[config.mk]
export PLATFORM = sky130hd
export DESIGN_NAME = ticket_vend_ctrl
export DESIGN_NICKNAME = d
export VERILOG_FILES = /design/src/rtl/ticket_vend_ctrl_pkg.sv /design/src/rtl/ticket_vend_ctrl_credit_acc.sv /design/src/rtl/ticket_vend_ctrl.sv
export SDC_FILE = /design/constraint.sdc
export NUM_CORES = 1
export LEC_CHECK = 0
export ABC_AREA = 1
export BUFFER_PORTS_ARGS = -buffer_cell sky130_fd_sc_hd__buf_4
export CORE_AREA = 2 2 80 82
export DETAILED_ROUTE_END_ITERATION = 10
export DIE_AREA = 0 0 82 84
export REMOVE_ABC_BUFFERS = 1
export SLEW_MARGIN = 20
export SYNTH_ARGS = -nofsm -noshare
export SYNTH_HDL_FRONTEND = slang
export SYNTH_HIERARCHICAL = 1
export SYNTH_SLANG_ARGS = --single-unit
[constraint.sdc]
create_clock -name clk -period 2.42 [get_ports clk]
set_input_delay 0.484 -clock clk [delete_from_list [all_inputs] [get_ports clk]]
set_output_delay 0.484 -clock clk [all_outputs]
set_load 0.01 [all_outputs]
[src/rtl/ticket_vend_ctrl_pkg.sv]
// Shared definitions for the ticket vending controller: state encoding,
// default prices and coin values.
package ticket_vend_ctrl_pkg;

    typedef enum logic [1:0] {
        S_IDLE     = 2'd0,
        S_COLLECT  = 2'd1,
        S_DISPENSE = 2'd2,
        S_CHANGE   = 2'd3
    } state_t;

    localparam int DEF_CW         = 5;
    localparam int DEF_PRICE_1    = 2;
    localparam int DEF_PRICE_2    = 3;
    localparam int DEF_PRICE_3    = 5;
    localparam int DEF_MAX_CREDIT = 20;
    localparam int DEF_DISP_CYC   = 4;
    localparam int DEF_TIMEOUT    = 255;

    localparam int COIN1_VAL = 1;
    localparam int COIN5_VAL = 5;

endpackage

[src/rtl/ticket_vend_ctrl_credit_acc.sv]
// Coin credit accumulator: adds inserted coins to the credit register,
// rejects any add that would exceed MAX_CREDIT, and flags rejected coins.
// credit_nxt is the post-coin value before any clear, so the controller can
// refund coins that arrive in the same cycle as a cancel.
module credit_acc
    import ticket_vend_ctrl_pkg::*;
#(
    parameter int CW         = DEF_CW,
    parameter int MAX_CREDIT = DEF_MAX_CREDIT
) (
    input  logic          clk,
    input  logic          rst,
    input  logic          clr,
    input  logic          en,
    input  logic          coin1,
    input  logic          coin5,
    output logic [CW-1:0] credit,
    output logic [CW-1:0] credit_nxt,
    output logic          coin_rej
);

    logic [CW:0] add;
    logic [CW:0] sum;
    logic        fits;

    // Saturation check is done one bit wider so overflow cannot wrap past the limit
    always_comb begin
        add = '0;
        if (coin1) add = add + (CW+1)'(COIN1_VAL);
        if (coin5) add = add + (CW+1)'(COIN5_VAL);
        sum        = {1'b0, credit} + add;
        fits       = (sum <= (CW+1)'(MAX_CREDIT));
        credit_nxt = (en && fits) ? sum[CW-1:0] : credit;
    end

    // Credit register and registered reject pulse (one cycle after the coin)
    always_ff @(posedge clk or negedge rst) begin
        if (!rst) begin
            credit   <= '0;
            coin_rej <= 1'b0;
        end else begin
            credit   <= clr ? '0 : credit_nxt;
            coin_rej <= (coin1 | coin5) & ~(en & fits);
        end
    end

endmodule

[src/rtl/ticket_vend_ctrl.sv]
// Ticket vending sequencer: latches a selection, collects coin credit,
// strobes the dispenser for DISP_CYC cycles and returns change through a
// valid/ack handshake. Cancel or an idle timeout refunds collected credit.
module ticket_vend_ctrl
    import ticket_vend_ctrl_pkg::*;
#(
    parameter int CW         = DEF_CW,
    parameter int PRICE_1    = DEF_PRICE_1,
    parameter int PRICE_2    = DEF_PRICE_2,
    parameter int PRICE_3    = DEF_PRICE_3,
    parameter int MAX_CREDIT = DEF_MAX_CREDIT,
    parameter int DISP_CYC   = DEF_DISP_CYC,
    parameter int TIMEOUT    = DEF_TIMEOUT
) (
    input  logic          clk,
    input  logic          rst,
    input  logic          sel_valid,
    input  logic [1:0]    sel,
    input  logic          coin1,
    input  logic          coin5,
    input  logic          cancel,
    input  logic          chg_ack,
    output logic          tkt_out,
    output logic          chg_valid,
    output logic [CW-1:0] chg_amt,
    output logic          coin_rej,
    output logic [CW-1:0] credit,
    output logic          busy
);

    localparam int DW = $clog2(DISP_CYC + 1);
    localparam int TW = $clog2(TIMEOUT + 1);

    state_t        state;
    logic [CW-1:0] price;
    logic [DW-1:0] disp_cnt;
    logic [TW-1:0] to_cnt;
    logic [CW-1:0] credit_nxt;
    logic          acc_en;
    logic          acc_clr;
    logic          abort;
    logic          disp_done;
    logic          coin_ok;

    function automatic logic [CW-1:0] sel_price(input logic [1:0] s);
        case (s)
            2'd1:    return CW'(PRICE_1);
            2'd2:    return CW'(PRICE_2);
            default: return CW'(PRICE_3);
        endcase
    endfunction

    // Coins only count while collecting; credit drops on refund or end of dispense
    always_comb begin
        acc_en    = (state == S_COLLECT);
        coin_ok   = (credit_nxt != credit);
        abort     = (state == S_COLLECT) && (cancel || (to_cnt == TW'(TIMEOUT)));
        disp_done = (state == S_DISPENSE) && (disp_cnt == DW'(DISP_CYC));
        acc_clr   = abort || disp_done;
    end

    credit_acc #(
        .CW         (CW),
        .MAX_CREDIT (MAX_CREDIT)
    ) u_credit_acc (
        .clk        (clk),
        .rst        (rst),
        .clr        (acc_clr),
        .en         (acc_en),
        .coin1      (coin1),
        .coin5      (coin5),
        .credit     (credit),
        .credit_nxt (credit_nxt),
        .coin_rej   (coin_rej)
    );

    // Main sequencer with registered outputs, dispense and timeout counters
    always_ff @(posedge clk or negedge rst) begin
        if (!rst) begin
            state     <= S_IDLE;
            price     <= '0;
            disp_cnt  <= '0;
            to_cnt    <= '0;
            tkt_out   <= 1'b0;
            chg_valid <= 1'b0;
            chg_amt   <= '0;
            busy      <= 1'b0;
        end else begin
            case (state)
                S_IDLE: begin
                    if (sel_valid && (sel != 2'd0)) begin
                        price  <= sel_price(sel);
                        to_cnt <= '0;
                        state  <= S_COLLECT;
                        busy   <= 1'b1;
                    end
                end
                S_COLLECT: begin
                    to_cnt <= coin_ok ? '0 : to_cnt + TW'(1);
                    // Abort wins over a simultaneous price match: the user asked out
                    if (abort) begin
                        if (credit_nxt != '0) begin
                            chg_valid <= 1'b1;
                            chg_amt   <= credit_nxt;
                            state     <= S_CHANGE;
                        end else begin
                            state <= S_IDLE;
                            busy  <= 1'b0;
                        end
                    end else if (credit_nxt >= price) begin
                        disp_cnt <= '0;
                        state    <= S_DISPENSE;
                    end
                end
                S_DISPENSE: begin
                    // First DISPENSE cycle has tkt_out low; it then stays high DISP_CYC cycles
                    if (!disp_done) begin
                        tkt_out  <= 1'b1;
                        disp_cnt <= disp_cnt + DW'(1);
                    end else begin
                        tkt_out <= 1'b0;
                        if (credit > price) begin
                            chg_valid <= 1'b1;
                            chg_amt   <= credit - price;
                            state     <= S_CHANGE;
                        end else begin
                            state <= S_IDLE;
                            busy  <= 1'b0;
                        end
                    end
                end
                S_CHANGE: begin
                    if (chg_ack) begin
                        chg_valid <= 1'b0;
                        chg_amt   <= '0;
                        state     <= S_IDLE;
                        busy      <= 1'b0;
                    end
                end
            endcase
        end
    end

endmodule

==> run summary <==
Power density over the cells = 1570 nW/um2
Clock skew = 0.00839 ns
First-pass GRT wire length = 10500 um
Die Y = 84 um
Avg Cell Area, Syn = 7.11 um2
Post-DP HPWL = 4470 um
Type of the worst setup path = input pin to flop
Vias in the first global route = 2373
Max-slew violations = 0
Async SR Flop Fraction = 100%
Fin crit period = 2.85 ns
DR vias = 2246
CP required = 2.60 ns
Outcome = complete, but fails checks
Max incr delay on CP = 0.54 ns
Sequential cell area fraction in the yosys report = 32.0%
Ys flop type = dfrtp_1
Power after layout = 5.03 mW
Pin count of the biggest net entering global routing = 31
Final wirelength = 6040 um
Wire length per cell = 12.8 um
CP max-delay cell = fa_2
WP buf/inv = 4
Startpoint types = input pin
RSZ-0062 raised after global routing = yes
Clock root buffer = clkbuf_8
Leakage = 1.70 nW
Filler cell count = 580
Vias per cell = 4.76
Worst hold slack = 0.110 ns
Drt first pass iters = 4
Die area = 6890 um2
Design area = 3200 um2
GRT busiest layer = met2
Met2 usage = 33.3%
Worst VDD drop = 0.758 mV
Area of the multi-input gates = 1550 um2
Seq cells post-synth = 30
M3 GR Usage = 4.44%
Distinct cells, synth = 30
Maxcap violations = 0
Post-Synthesis Cells = 330
Die Wd = 82 um
Failing checks = setup timing
FF+latch area = 751 um2
Crit path max-delay family = simple AND/OR/NAND/NOR gates
Tcrit/Tclk final = 118%
Hold violation count in the final report = 0
CTS tree = done
Area Overhead vs Synth = 36.5%
Post-route DRC = 0
Io pins = 23
Drt first-iter violations = 117
Synth Cell Area = 2350 um2
Worst setup EP type = flop
Layout cells sized above 1 = 38.7%
Core area = 6100 um2
Peak Freq = 351 MHz
Skew-Pair Late Insertion Delay = 0.29 ns
Starting Density = 38.5%
Ys Warns = 6
Worst path arrival time = 3.03 ns
Reg clk slew, reported paths = 0.07 ns
EDFF count, synth = 0
Slew @ Worst Pin = 0.392 ns
Clock Sinks = 30
CTS HTree Levels = 2
Antenna cells = 0
Max transition margin = 73.9%
Commonest non-fill, non-tap cell in the layout = nand2_1
Met1 usage = 23.6%
Antenna violations before repair = 0
CP most frequent cell = nand2_2
Total gr overflow = 0
Worst Slack Setup Final = -0.432 ns
GP Congestion = 0.894
CTS Buf Count = 5
Clock buffer depth = 2
Hold bufs inserted after CTS = 0
Most frequent cells in the layout = nand2_1, buf_4, inv_1, dfrtp_1, nand2_2
DRT antenna net count = 0
Buffers on Ports = 22
HP Class = input pin to asynchronous set/reset pin
GRT Overall Usage = 19.5%
FP Rows = 29
Final nets = 421
CP cell instances = buf_8 -> inv_4 -> ha_4 -> ha_4 -> inv_2 -> fa_2 -> nand2_2 -> nand3_2 -> nand3_2 -> nand2_4 -> nand2_8 -> nand2_2 -> nand2_2 -> inv_4 -> ha_4 -> nand2_2 -> nand2_2 -> nor2_4 -> nand3_2 -> nor2_2 -> nor2_2 -> nand2_1 -> nand2_1
Reg2Reg Setup Slack = -0.31 ns
# setup viols final = 20
Dpl cell area = 2800 um2
Crit Path Max Fanout = 6
Util after Layout = 52.5%
[area by class of cell]
| cell class | count | share of cell area (%) |
|---|---|---|
| sequential | 30 | 23.4 |
| clock buffer | 6 | 2.58 |
| clock inverter | 2 | 0.391 |
| timing repair buffer | 59 | 14.8 |
| tap | 77 | 3.01 |
| inverter | 59 | 7.35 |
| multi-input combinational | 239 | 48.5 |
[layer usage]
layer | wire [um] | up-vias
met5 | 0 | -
met1 | 2760 | 1038
met3 | 217 | 8
li1 | - | 1164
met2 | 2990 | 36
met4 | 74 | 0
[sequential cells by signal, indices dropped and copies added, names as in the netlist]
| register | cells |
|---|---|
| u_credit_acc/credit | 5 |
| u_credit_acc/coin_rej | 1 |
| tkt_out | 1 |
| chg_valid | 1 |
| chg_amt | 5 |
| disp_cnt | 3 |
| state | 2 |
| to_cnt | 8 |
| price | 3 |
| busy | 1 |
[through the flow]
stage | setup TNS (ns) | setup WS [ns] | std cells
final | -6.75 | -0.432 | 472
after global placement | -15.11 | -0.842 | 456
after floorplan | -9.11 | -0.606 | 328
after global routing | -9.85 | -0.615 | 472
after CTS | -6.60 | -0.384 | 469
after detailed placement | -16.48 | -0.888 | 456
[path summary, 6_finish.rpt]
check                                        from         end  cells past startpoint
min reg2reg                             chg_valid   chg_valid                      2
max in group asynchronous                     rst    price[1]                      1
max                                         coin5    state[0]                     23
min                                           rst  chg_amt[2]                      1
max reg2reg                u_credit_acc/credit[0]    state[0]                     20
min in group clk                        chg_valid   chg_valid                      2
[synthesized netlist by cell type, types with 2 or more instances]
| cell type | n | area (um2) |
|---|---|---|
| buf_6 | 2 | 22.5 |
| nand3_2 | 6 | 60.1 |
| nand4_1 | 6 | 37.5 |
| nor2_2 | 2 | 12.5 |
| nand2_2 | 14 | 87.6 |
| a21oi_1 | 6 | 30.0 |
| inv_2 | 3 | 11.3 |
| nor3_1 | 2 | 10.0 |
| o22ai_1 | 4 | 25.0 |
| nand3_1 | 31 | 155 |
| ha_1 | 16 | 200 |
| nor2_1 | 24 | 90.1 |
| inv_1 | 55 | 206 |
| xor2_1 | 3 | 26.3 |
| dfrtp_1 | 30 | 751 |
| nand4_2 | 2 | 25.0 |
| nand2_4 | 2 | 22.5 |
| o21ai_2 | 2 | 17.5 |
| xnor2_1 | 2 | 17.5 |
| nand2_1 | 101 | 379 |
| fa_1 | 2 | 40.0 |
| o21ai_0 | 7 | 35.0 |
[repair_timing]
action | in CTS | in global routing
pin swaps | 33 | 33
endpoints found under the setup margin | 20 | 20
buffers inserted | 5 | 4
gates resized for setup | 48 | 26
[report_power, final]
group / total (mW) / leakage, nW / internal, mW / switching [mW]
logic: 3.74 / 1.27 / 1.63 / 2.11
registers: 0.856 / 0.381 / 0.695 / 0.162
clock network: 0.437 / 0.0472 / 0.228 / 0.208
total: 5.03 / 1.70 / 2.55 / 2.48
[cell families (layout without fill, tap and decap cells)]
group / Yosys count / count (layout) / share of synthesized area, %
XOR/XNOR: 5 / 5 / 1.87
flip-flops: 30 / 30 / 32.0
buffers and inverters: 61 / 126 / 10.4
AND/OR/NAND/NOR: 195 / 195 / 40.3
AO/OA/AOI/OAI: 21 / 21 / 5.17
adder cells (fa/ha/maj): 18 / 18 / 10.2
Note: power is estimated with default switching activity, not from simulation.
